`src/rtl/tft_sched_pkg.sv`:
```
// Shared types and default sizing for the TFT framebuffer scheduler.
package tft_sched_pkg;

    typedef enum logic {
        P_IDLE,
        P_READ
    } portState_t;

    typedef enum logic [1:0] {
        F_IDLE,
        F_STROBE,
        F_RUN
    } frameState_t;

    // 320x240 panel
    localparam int DEF_NUM_PIXELS  = 76800;
    localparam int DEF_FRAME_TICKS = 2000000;

endpackage

```
`src/rtl/tft_frame_timer.sv`:
```
// Frame timer: produces the driver's newFrameStrobe either periodically
// (frameEnable held) or once per frameRequest, and flags the running period.
module tft_frame_timer
    import tft_sched_pkg::*;
#(
    parameter int FRAME_TICKS = DEF_FRAME_TICKS
) (
    input  logic        clk_i,
    input  logic        reset_i,
    input  logic        frameEnable_i,
    input  logic        frameRequest_i,
    output logic        newFrameStrobe_o,
    output logic        frameActive_o,
    output frameState_t state_o
);

    localparam int TICK_W = $clog2(FRAME_TICKS);
    // One strobe cycle plus FRAME_TICKS-1 run cycles gives an exact FRAME_TICKS period.
    localparam logic [TICK_W-1:0] TICK_LOAD = TICK_W'(FRAME_TICKS - 2);

    frameState_t       state_q;
    logic [TICK_W-1:0] tick_q;
    logic              pending_q;
    logic              strobe_q;
    logic              active_q;

    // Frame FSM with registered strobe/active outputs and the pending-request flag.
    always_ff @(posedge clk_i) begin
        if (reset_i) begin
            state_q   <= F_IDLE;
            tick_q    <= '0;
            pending_q <= 1'b0;
            strobe_q  <= 1'b0;
            active_q  <= 1'b0;
        end else begin
            case (state_q)
                F_IDLE: begin
                    // Enable and request together still yield a single strobe.
                    if (frameEnable_i || frameRequest_i) begin
                        state_q   <= F_STROBE;
                        strobe_q  <= 1'b1;
                        pending_q <= 1'b0;
                    end
                end
                F_STROBE: begin
                    state_q  <= F_RUN;
                    strobe_q <= 1'b0;
                    active_q <= 1'b1;
                    tick_q   <= TICK_LOAD;
                end
                F_RUN: begin
                    if (tick_q == '0) begin
                        active_q <= 1'b0;
                        if (frameEnable_i || pending_q || frameRequest_i) begin
                            state_q   <= F_STROBE;
                            strobe_q  <= 1'b1;
                            pending_q <= 1'b0;
                        end else begin
                            state_q <= F_IDLE;
                        end
                    end else begin
                        tick_q <= tick_q - 1'b1;
                        if (frameRequest_i) begin
                            pending_q <= 1'b1;
                        end
                    end
                end
                default: begin
                    state_q  <= F_IDLE;
                    strobe_q <= 1'b0;
                    active_q <= 1'b0;
                end
            endcase
        end
    end

    assign newFrameStrobe_o = strobe_q;
    assign frameActive_o    = active_q;
    assign state_o          = state_q;

endmodule

```
`src/rtl/tft_framebuffer_scheduler.sv`:
```
// Framebuffer arbiter for the ILI9341 driver: one-pixel read cache in front of
// a single-port RGB565 memory, host write port, and the frame strobe timer.
//
// Host write handshake: wrReq is a level request; wrAddr/wrData must be held
// stable while wrReq is high. wrGrant pulses for exactly one cycle in the
// cycle the write is issued to memory, after which the host may drop or
// change the request. Display reads always win over a pending wrReq.
module tft_framebuffer_scheduler
    import tft_sched_pkg::*;
#(
    parameter int ADDR_W      = 17,
    parameter int DATA_W      = 16,
    parameter int NUM_PIXELS  = DEF_NUM_PIXELS,
    parameter int FRAME_TICKS = DEF_FRAME_TICKS
) (
    input  logic              clk,
    input  logic              reset,
    input  logic              frameEnable,
    input  logic              frameRequest,
    input  logic [ADDR_W-1:0] pixelAddr,
    output logic [DATA_W-1:0] pixelData,
    output logic              dataReady,
    output logic              newFrameStrobe,
    output logic              frameActive,
    input  logic              wrReq,
    input  logic [ADDR_W-1:0] wrAddr,
    input  logic [DATA_W-1:0] wrData,
    output logic              wrGrant,
    output logic [ADDR_W-1:0] memAddr,
    output logic [DATA_W-1:0] memWrData,
    output logic              memWe,
    input  logic [DATA_W-1:0] memRdData
);

    // Extra bit keeps the unsigned range compare free of truncation.
    localparam logic [ADDR_W:0] NUM_PIX = (ADDR_W + 1)'(NUM_PIXELS);

    portState_t        pstate_q;
    logic [DATA_W-1:0] cache_data_q;
    logic [ADDR_W-1:0] cache_addr_q;
    logic              cache_valid_q;
    logic [ADDR_W-1:0] pend_addr_q;
    logic              kill_q;
    logic [ADDR_W-1:0] mem_addr_q;
    logic [DATA_W-1:0] mem_wr_data_q;
    logic              mem_we_q;
    logic              wr_grant_q;

    frameState_t frame_state;
    logic        frame_strobe;
    logic        hit;
    logic        pix_in_range;
    logic        wr_in_range;

    tft_frame_timer #(
        .FRAME_TICKS(FRAME_TICKS)
    ) u_timer (
        .clk_i           (clk),
        .reset_i         (reset),
        .frameEnable_i   (frameEnable),
        .frameRequest_i  (frameRequest),
        .newFrameStrobe_o(newFrameStrobe),
        .frameActive_o   (frameActive),
        .state_o         (frame_state)
    );

    // Cache invalidation keys off the timer being in its strobe cycle.
    assign frame_strobe = (frame_state == F_STROBE);
    assign hit          = cache_valid_q && (cache_addr_q == pixelAddr);
    assign pix_in_range = {1'b0, pixelAddr} < NUM_PIX;
    assign wr_in_range  = {1'b0, wrAddr} < NUM_PIX;

    // Port FSM: one memory access per cycle, reads first, writes only on a cache hit.
    always_ff @(posedge clk) begin
        if (reset) begin
            pstate_q      <= P_IDLE;
            cache_data_q  <= '0;
            cache_addr_q  <= '0;
            cache_valid_q <= 1'b0;
            pend_addr_q   <= '0;
            kill_q        <= 1'b0;
            mem_addr_q    <= '0;
            mem_wr_data_q <= '0;
            mem_we_q      <= 1'b0;
            wr_grant_q    <= 1'b0;
        end else begin
            mem_we_q   <= 1'b0;
            wr_grant_q <= 1'b0;
            case (pstate_q)
                P_IDLE: begin
                    if (!hit) begin
                        if (pix_in_range) begin
                            mem_addr_q  <= pixelAddr;
                            pend_addr_q <= pixelAddr;
                            // A read launched alongside a strobe straddles the invalidate.
                            kill_q      <= frame_strobe;
                            pstate_q    <= P_READ;
                        end else begin
                            // Off-screen pixels read as black without touching memory.
                            cache_data_q  <= '0;
                            cache_addr_q  <= pixelAddr;
                            cache_valid_q <= 1'b1;
                        end
                    end else if (wrReq) begin
                        mem_addr_q    <= wrAddr;
                        mem_wr_data_q <= wrData;
                        mem_we_q      <= wr_in_range;
                        wr_grant_q    <= 1'b1;
                        // Snoop only writes that actually land, so off-screen stays black.
                        if (wr_in_range && (wrAddr == cache_addr_q)) begin
                            cache_data_q <= wrData;
                        end
                    end
                end
                P_READ: begin
                    if (!(kill_q || frame_strobe)) begin
                        cache_data_q  <= memRdData;
                        cache_addr_q  <= pend_addr_q;
                        cache_valid_q <= 1'b1;
                    end
                    kill_q   <= 1'b0;
                    pstate_q <= P_IDLE;
                end
                default: pstate_q <= P_IDLE;
            endcase
            if (frame_strobe) begin
                cache_valid_q <= 1'b0;
            end
        end
    end

    assign pixelData = cache_data_q;
    assign dataReady = hit;
    assign wrGrant   = wr_grant_q;
    assign memAddr   = mem_addr_q;
    assign memWrData = mem_wr_data_q;
    assign memWe     = mem_we_q;

endmodule

```
`config.mk`:
```
export PLATFORM = sky130hd
export DESIGN_NAME = tft_framebuffer_scheduler
export DESIGN_NICKNAME = d
export VERILOG_FILES = /design/src/rtl/tft_sched_pkg.sv /design/src/rtl/tft_frame_timer.sv /design/src/rtl/tft_framebuffer_scheduler.sv
export SDC_FILE = /design/constraint.sdc
export NUM_CORES = 1
export LEC_CHECK = 0
export CAP_MARGIN = 10
export CELL_PAD_IN_SITES_DETAIL_PLACEMENT = 0
export CELL_PAD_IN_SITES_GLOBAL_PLACEMENT = 1
export CORE_MARGIN = 2
export CORE_UTILIZATION = 38
export CTS_CLUSTER_SIZE = 28
export DETAILED_ROUTE_END_ITERATION = 10
export PLACE_DENSITY_LB_ADDON = 0.1
export SYNTH_ARGS = -nofsm -noshare
export SYNTH_HDL_FRONTEND = slang
export SYNTH_SLANG_ARGS = --single-unit
export TNS_END_PERCENT = 100
```
`constraint.sdc`:
```
create_clock -name clk -period 3.15 [get_ports clk]
set_input_delay 0.63 -clock clk [delete_from_list [all_inputs] [get_ports clk]]
set_output_delay 0.63 -clock clk [all_outputs]
set_load 0.05 [all_outputs]
```
==> metrics, run 1 <==
post-synthesis instance total 626; port bufs 124; die height 125 um; initial core utilization 38.6%; Post-route DRC 0; CORE AREA 14400 sq um; Psw 1270 uW; Synth top area share 41.0%; DRT iter0 DRCs 331; Final nets 836; ranking of synthesized cells by area dfxtp_1 (41%), mux2i_1 (9.5%), a21oi_1 (4.4%), nor2_1 (4.2%), xnor2_1 (4.1%); Hold Buf Count CTS 0; Synth async-reset ratio 0%; Crit. Startpoint pixelAddr[15]; vias post-DR 5135; setup TNS 0 ns; CTS clk-pin slew, worst paths 0.05 ns; reg-to-reg slack, setup 0.70 ns; Worst Path Arrival 2.40 ns; routability congestion estimate from global placement 0.852; Yosys top cell by area dfxtp_1; sequential area share after synthesis 41.0%; CTS tree built; WL/cell 17.3 um; CTS max path bufs 2; Net Sw Frac 29.4%; RSZ-0062 raised after global routing false; period utilisation layout 96.3%; Yosys warnings 0; final clock skew 0.00799 ns; via density per instance 5.35; layout cell share with drive strength beyond 1 13.0%; IO Pins 125; Die Wd 125 um; GRT overflow 0; clk_lat worst skew 0.42 ns; CTS Buf Count 17; Cell Area, Synth 5560 sq um; top_reg_cell synth dfxtp_1; Peak supply drop 0.374 mV; most common cell after layout, fill and taps aside clkdlybuf4s50_1; Die Area 15600 sq um; Max Cap Viol 0; critical path type in -> out; element type at the critical path end primary output; Syn-to-layout area delta 38.9%; vias in the first global route 5056; CTS root buf clkbuf_16; min-delay worst type reg -> reg; PD cells 558 nW/um^2; Antenna Nets Post-Route 0; Worst-Margin Slew 0.875 ns; Yosys reg bits 114; min cycle time layout 3.03 ns; Pre-Repair DR Iteration Count 4; Post-Syn Nets 699; Hold Path Origin pend_addr_q[10]; Hold Slack 0.492 ns; Static Leak 0.00303 uW; clk sink count 114; CP required 2.52 ns; maximum operating frequency 0.330 GHz; Flop pwr share 38.5%; largest net degree at the start of global routing 52; Avg Cell Area, Syn 8.89 sq um; number of synthesized flops with an enable pin 0; DP HPWL 11.6 mm; drt total wl 16.6 mm; Fin. Hold Viols 0; Comb pwr share 21.6%; Max-slew headroom 40.2%; initial antenna violation count 0; max-slew violations 0; first-pass GRT wire length 26.7 mm; clock share of power 39.9%; most frequent cells in the layout clkdlybuf4s50_1 (122), dfxtp_1 (113), nor2_1 (62); H-tree depth 4; Internal 3050 uW; RR Startpoint u_timer.tick_q[0]; # rows 44; worst-path fanout max 3; final setup vio count 0; Ant. Diodes 0; type of origin of the critical path primary input; status completed; Overall Power 4310 uW; GRT Total Usage 21.4%; synth unique cells 53
## through the flow
step           worst slack (ns)  area [sq um]  std cells  util [%]
2_1_floorplan             0.447          5560        626         -
6_report                  0.117          7730        959      53.6
3_5_place_dp             0.0543          7180        926      49.8
3_3_place_gp             0.0632          7180        926      49.8
4_1_cts                  0.0462          7710        957      53.4
5_1_grt                  0.0172          7730        959      53.6
## Yosys cell counts, types with 2 or more instances
master,n
a211oi_1,23
a21oi_1,49
a311oi_1,17
a31oi_1,2
and2_1,4
and3_1,2
buf_2,11
buf_4,2
clkbuf_1,32
dfxtp_1,114
ha_1,2
inv_1,10
mux2_1,2
mux2_2,16
mux2i_1,53
nand2_1,48
nand3_1,23
nand4_1,22
nor2_1,62
nor2b_1,18
nor3_1,29
nor4_1,6
nor4_2,2
o21ai_0,4
or3_1,2
or4_1,3
xnor2_1,26
xor2_1,17
## sequential cells by signal, summed over array words and instances, names as in the netlist
register / cells
u_timer.newFrameStrobe_o: 1
u_timer.pending_q: 1
pstate_q: 1
u_timer.tick_q: 21
u_timer.state_o: 2
kill_q: 1
memWe: 1
wrGrant: 1
memAddr: 17
pixelData: 16
memWrData: 16
pend_addr_q: 17
cache_addr_q: 17
u_timer.frameActive_o: 1
cache_valid_q: 1
## critical path, cell delays in order
cell             delay, ns
clkdlybuf4s50_1       0.54
xnor2_2               0.14
nand4_1               0.16
buf_4                 0.18
nor4_4                0.37
nand2_4               0.11
inv_2                 0.12
buf_12                0.15
## routing by layer
metal | share of wire, % | GRT usage (%) | up-vias
met5 | 0 | 0 | -
met4 | 1.8 | 7.97 | 0
met3 | 4.4 | 4.75 | 18
met2 | 48 | 35.5 | 139
met1 | 46 | 27.3 | 2460
li1 | - | - | 2518
## power groups by stage
stage	Sequential, uW	Combinational, uW	Clock (uW)
final	1660	932	1720
after floorplan	1760	494	0
after detailed placement	1690	929	0
after global routing	1670	1010	1820
after CTS	1660	933	1750
after global placement	1680	918	0
## logic make-up (layout without fill, tap and decap cells)
kind of cell             count (synthesis)  count (layout)  synth area share (%)
AO/OA/AOI/OAI                          110             110                  13.6
multiplexers                            71              71                  13.2
buffers and inverters                   56             205                  4.30
adder cells (fa/ha/maj)                  2               2                 0.450
flip-flops                             114             114                  41.0
XOR/XNOR                                43              43                  6.77
AND/OR/NAND/NOR                        230             230                  20.7
## worst paths after layout
check	endpoint	depth (start not counted)
setup reg to reg	u_timer.tick_q[7]	8
hold / removal	pend_addr_q[10]	2
hold reg to reg	pend_addr_q[10]	2
setup / recovery	dataReady	8
## timing repair
item / in CTS / in global routing
buffers inserted: 0 / 2
resized for setup: 0 / 3
setup endpoints to repair: 0 / 1
endpoints found under the hold margin: 0 / 0
## area by class of cell
cell class	count	area, sq um
multi-input cells	456	3080
clock inverters	5	27.5
clock buffers	26	499
repair buffers	164	1570
inverters	10	37.5
flip-flops and latches	114	2280
well taps	184	230
fillers	1397	6690
(Power assumes the default switching activity.)
==> inputs of run 2 (changes only) <==
--- a/config.mk
+++ b/config.mk
@@ -9,7 +9,8 @@
 export CELL_PAD_IN_SITES_DETAIL_PLACEMENT = 0
 export CELL_PAD_IN_SITES_GLOBAL_PLACEMENT = 1
 export CORE_MARGIN = 2
-export CORE_UTILIZATION = 38
+export CORE_UTILIZATION = 35
+export CTS_BUF_LIST = sky130_fd_sc_hd__clkbuf_4 sky130_fd_sc_hd__clkbuf_8
 export CTS_CLUSTER_SIZE = 28
 export DETAILED_ROUTE_END_ITERATION = 10
 export PLACE_DENSITY_LB_ADDON = 0.1
==> metrics, run 2 (synthesized netlist as in run 1, its figures left out) <==
Static Leak 0.00295 uW; CTS clk-pin slew, worst paths 0.07 ns; Overall Power 3930 uW; max reg flops 21; Antenna Nets Post-Route 0; Worst-Margin Slew 0.830 ns; FF-to-FF End pixelData[8]; Internal 2680 uW; DRT iter0 DRCs 215; Worst Path Arrival 2.42 ns; Largest Register u_timer.tick_q; clk sink count 114; period utilisation layout 96.7%; vias post-DR 5127; Final nets 834; max-slew violations 0; setup ws final 0.102 ns; critical-path cell list clkdlybuf4s50_1 > xnor2_1 > nand4_1 > buf_4 > nor4_4 > buf_4 > nand2_8 > inv_2 > buf_12; # rows 46; Peak supply drop 0.230 mV; setup TNS 0 ns; IO Pins 125; CTS root buf clkbuf_8; reg-to-reg slack, setup 0.46 ns; GRT overflow 0; Max-slew headroom 43.3%; CTS tree built; critical path type in -> out; Pre-Repair DR Iteration Count 6; via density per instance 5.18; final setup vio count 0; Ant. Diodes 0; Net Sw Frac 31.8%; type of origin of the critical path primary input; Post-route DRC 0; RR Startpoint cache_addr_q[0]; PD cells 513 nW/um^2; RSZ-0062 raised after global routing false; element type at the critical path end primary output; min cycle time layout 3.05 ns; GRT Total Usage 20.3%; Die Wd 130 um; crit-path max cell delay 0.45 ns; Psw 1250 uW; drt total wl 16.9 mm; worst slack at placement -0.365 ns; H-tree depth 4; DP HPWL 11.6 mm; routability congestion estimate from global placement 0.837; status completed; Hold Slack 0.496 ns; final clock skew 0.00778 ns; Critical Path Slowest Stage Cell clkdlybuf4s50_1; Max Cap Viol 0; worst-path fanout max 19; FF-to-FF path depth 8; Hold Path End u_timer.newFrameStrobe_o; Hold Path Origin u_timer.newFrameStrobe_o; Hold Path Cell Cnt 2; Flop pwr share 42.1%; Comb pwr share 23.9%; min-delay worst type reg -> reg; die height 130 um; WL/cell 17.0 um; Fin. Hold Viols 0; Die Area 16900 sq um; layout cell share with drive strength beyond 1 13.6%; CTS Buf Count 17; maximum operating frequency 0.328 GHz; initial core utilization 35.4%; port bufs 124; initial antenna violation count 0; vias in the first global route 5036; Hold Buf Count CTS 0; Syn-to-layout area delta 37.5%; most common cell after layout, fill and taps aside clkdlybuf4s50_1; clk_lat worst skew 0.44 ns; first-pass GRT wire length 26.4 mm; CP required 2.52 ns; CTS max path bufs 2; clock share of power 34.0%; CORE AREA 15700 sq um; most frequent cells in the layout clkdlybuf4s50_1 (119), dfxtp_1 (113), nor2_1 (62); cell repeated most along the worst path buf_4; largest net degree at the start of global routing 74
run 2: changes by cell type in the layout (fill, tap and decap cells not counted), moves of 2 or more:
cell	previous run	this run
clkinvlp_4	1	4
clkbuf_16	17	0
buf_4	39	36
clkdlybuf4s50_1	122	119
clkbuf_8	4	22
dlymetal6s2s_1	0	2
clkbuf_1	5	0
run 2: power by group through the flow:
stage | combinational (uW) | clock [uW] | sequential (uW)
final | 939 | 1330 | 1650
after global routing | 1020 | 1450 | 1670
after floorplan | 494 | 0 | 1760
after global placement | 925 | 0 | 1680
after CTS | 940 | 1380 | 1650
after detailed placement | 933 | 0 | 1680
run 2: stage by stage:
step	instance area (sq um)	instances	util, %
floorplan	5560	626	-
global placement	7230	958	46.0
detailed placement	7230	958	46.0
CTS	7620	988	48.5
global route	7650	989	48.7
finish	7650	989	48.7
run 2: critical path: cells and delay by family:
| kind | cells | cell delay [ns] |
|---|---|---|
| buf+inv | 5 | 1.03 |
| xor+xnor | 1 | 0.22 |
| simple gates | 3 | 0.53 |
run 2: worst max-delay path by stage:
| stage | startpoint | to | slack (ns) | depth (start not counted) |
|---|---|---|---|---|
| 6_report | pixelAddr[0] | dataReady | 0.10 | 9 |
| 3_3_place_gp | pixelAddr[4] | pixelData[7] | -0.28 | 8 |
| 4_1_cts | pixelAddr[8] | dataReady | 0.04 | 8 |
| 2_1_floorplan | pixelAddr[13] | dataReady | 0.45 | 7 |
| 5_1_grt | pixelAddr[3] | pixelData[11] | 0.007 | 9 |
| 3_5_place_dp | pixelAddr[4] | pixelData[8] | -0.37 | 8 |
run 2: what timing repair did:
item | in CTS | in global routing
setup endpoints to repair | 1 | 17
pin swaps | 1 | 3
resized for setup | 3 | 6
hold endpoints to repair | 0 | 0
setup buffers | 0 | 1
run 2: layout make-up:
cell class / instances / area [sq um]
Timing Repair Buffer: 162 / 1580
Sequential cell: 114 / 2280
Inverter: 10 / 37.5
Multi-Input combinational cell: 456 / 3100
Tap cell: 216 / 270
Clock inverter: 9 / 80.1
Clock buffer: 22 / 303
Fill cell: 1483 / 8060
run 2: routing by layer:
metal	vias to the layer above	part of all wire [%]	GRT usage [%]
li1	2511	-	-
met1	2462	44	25.2
met2	132	50	34.5
met3	22	4.9	4.51
met4	0	1.7	7.59
met5	-	0	0
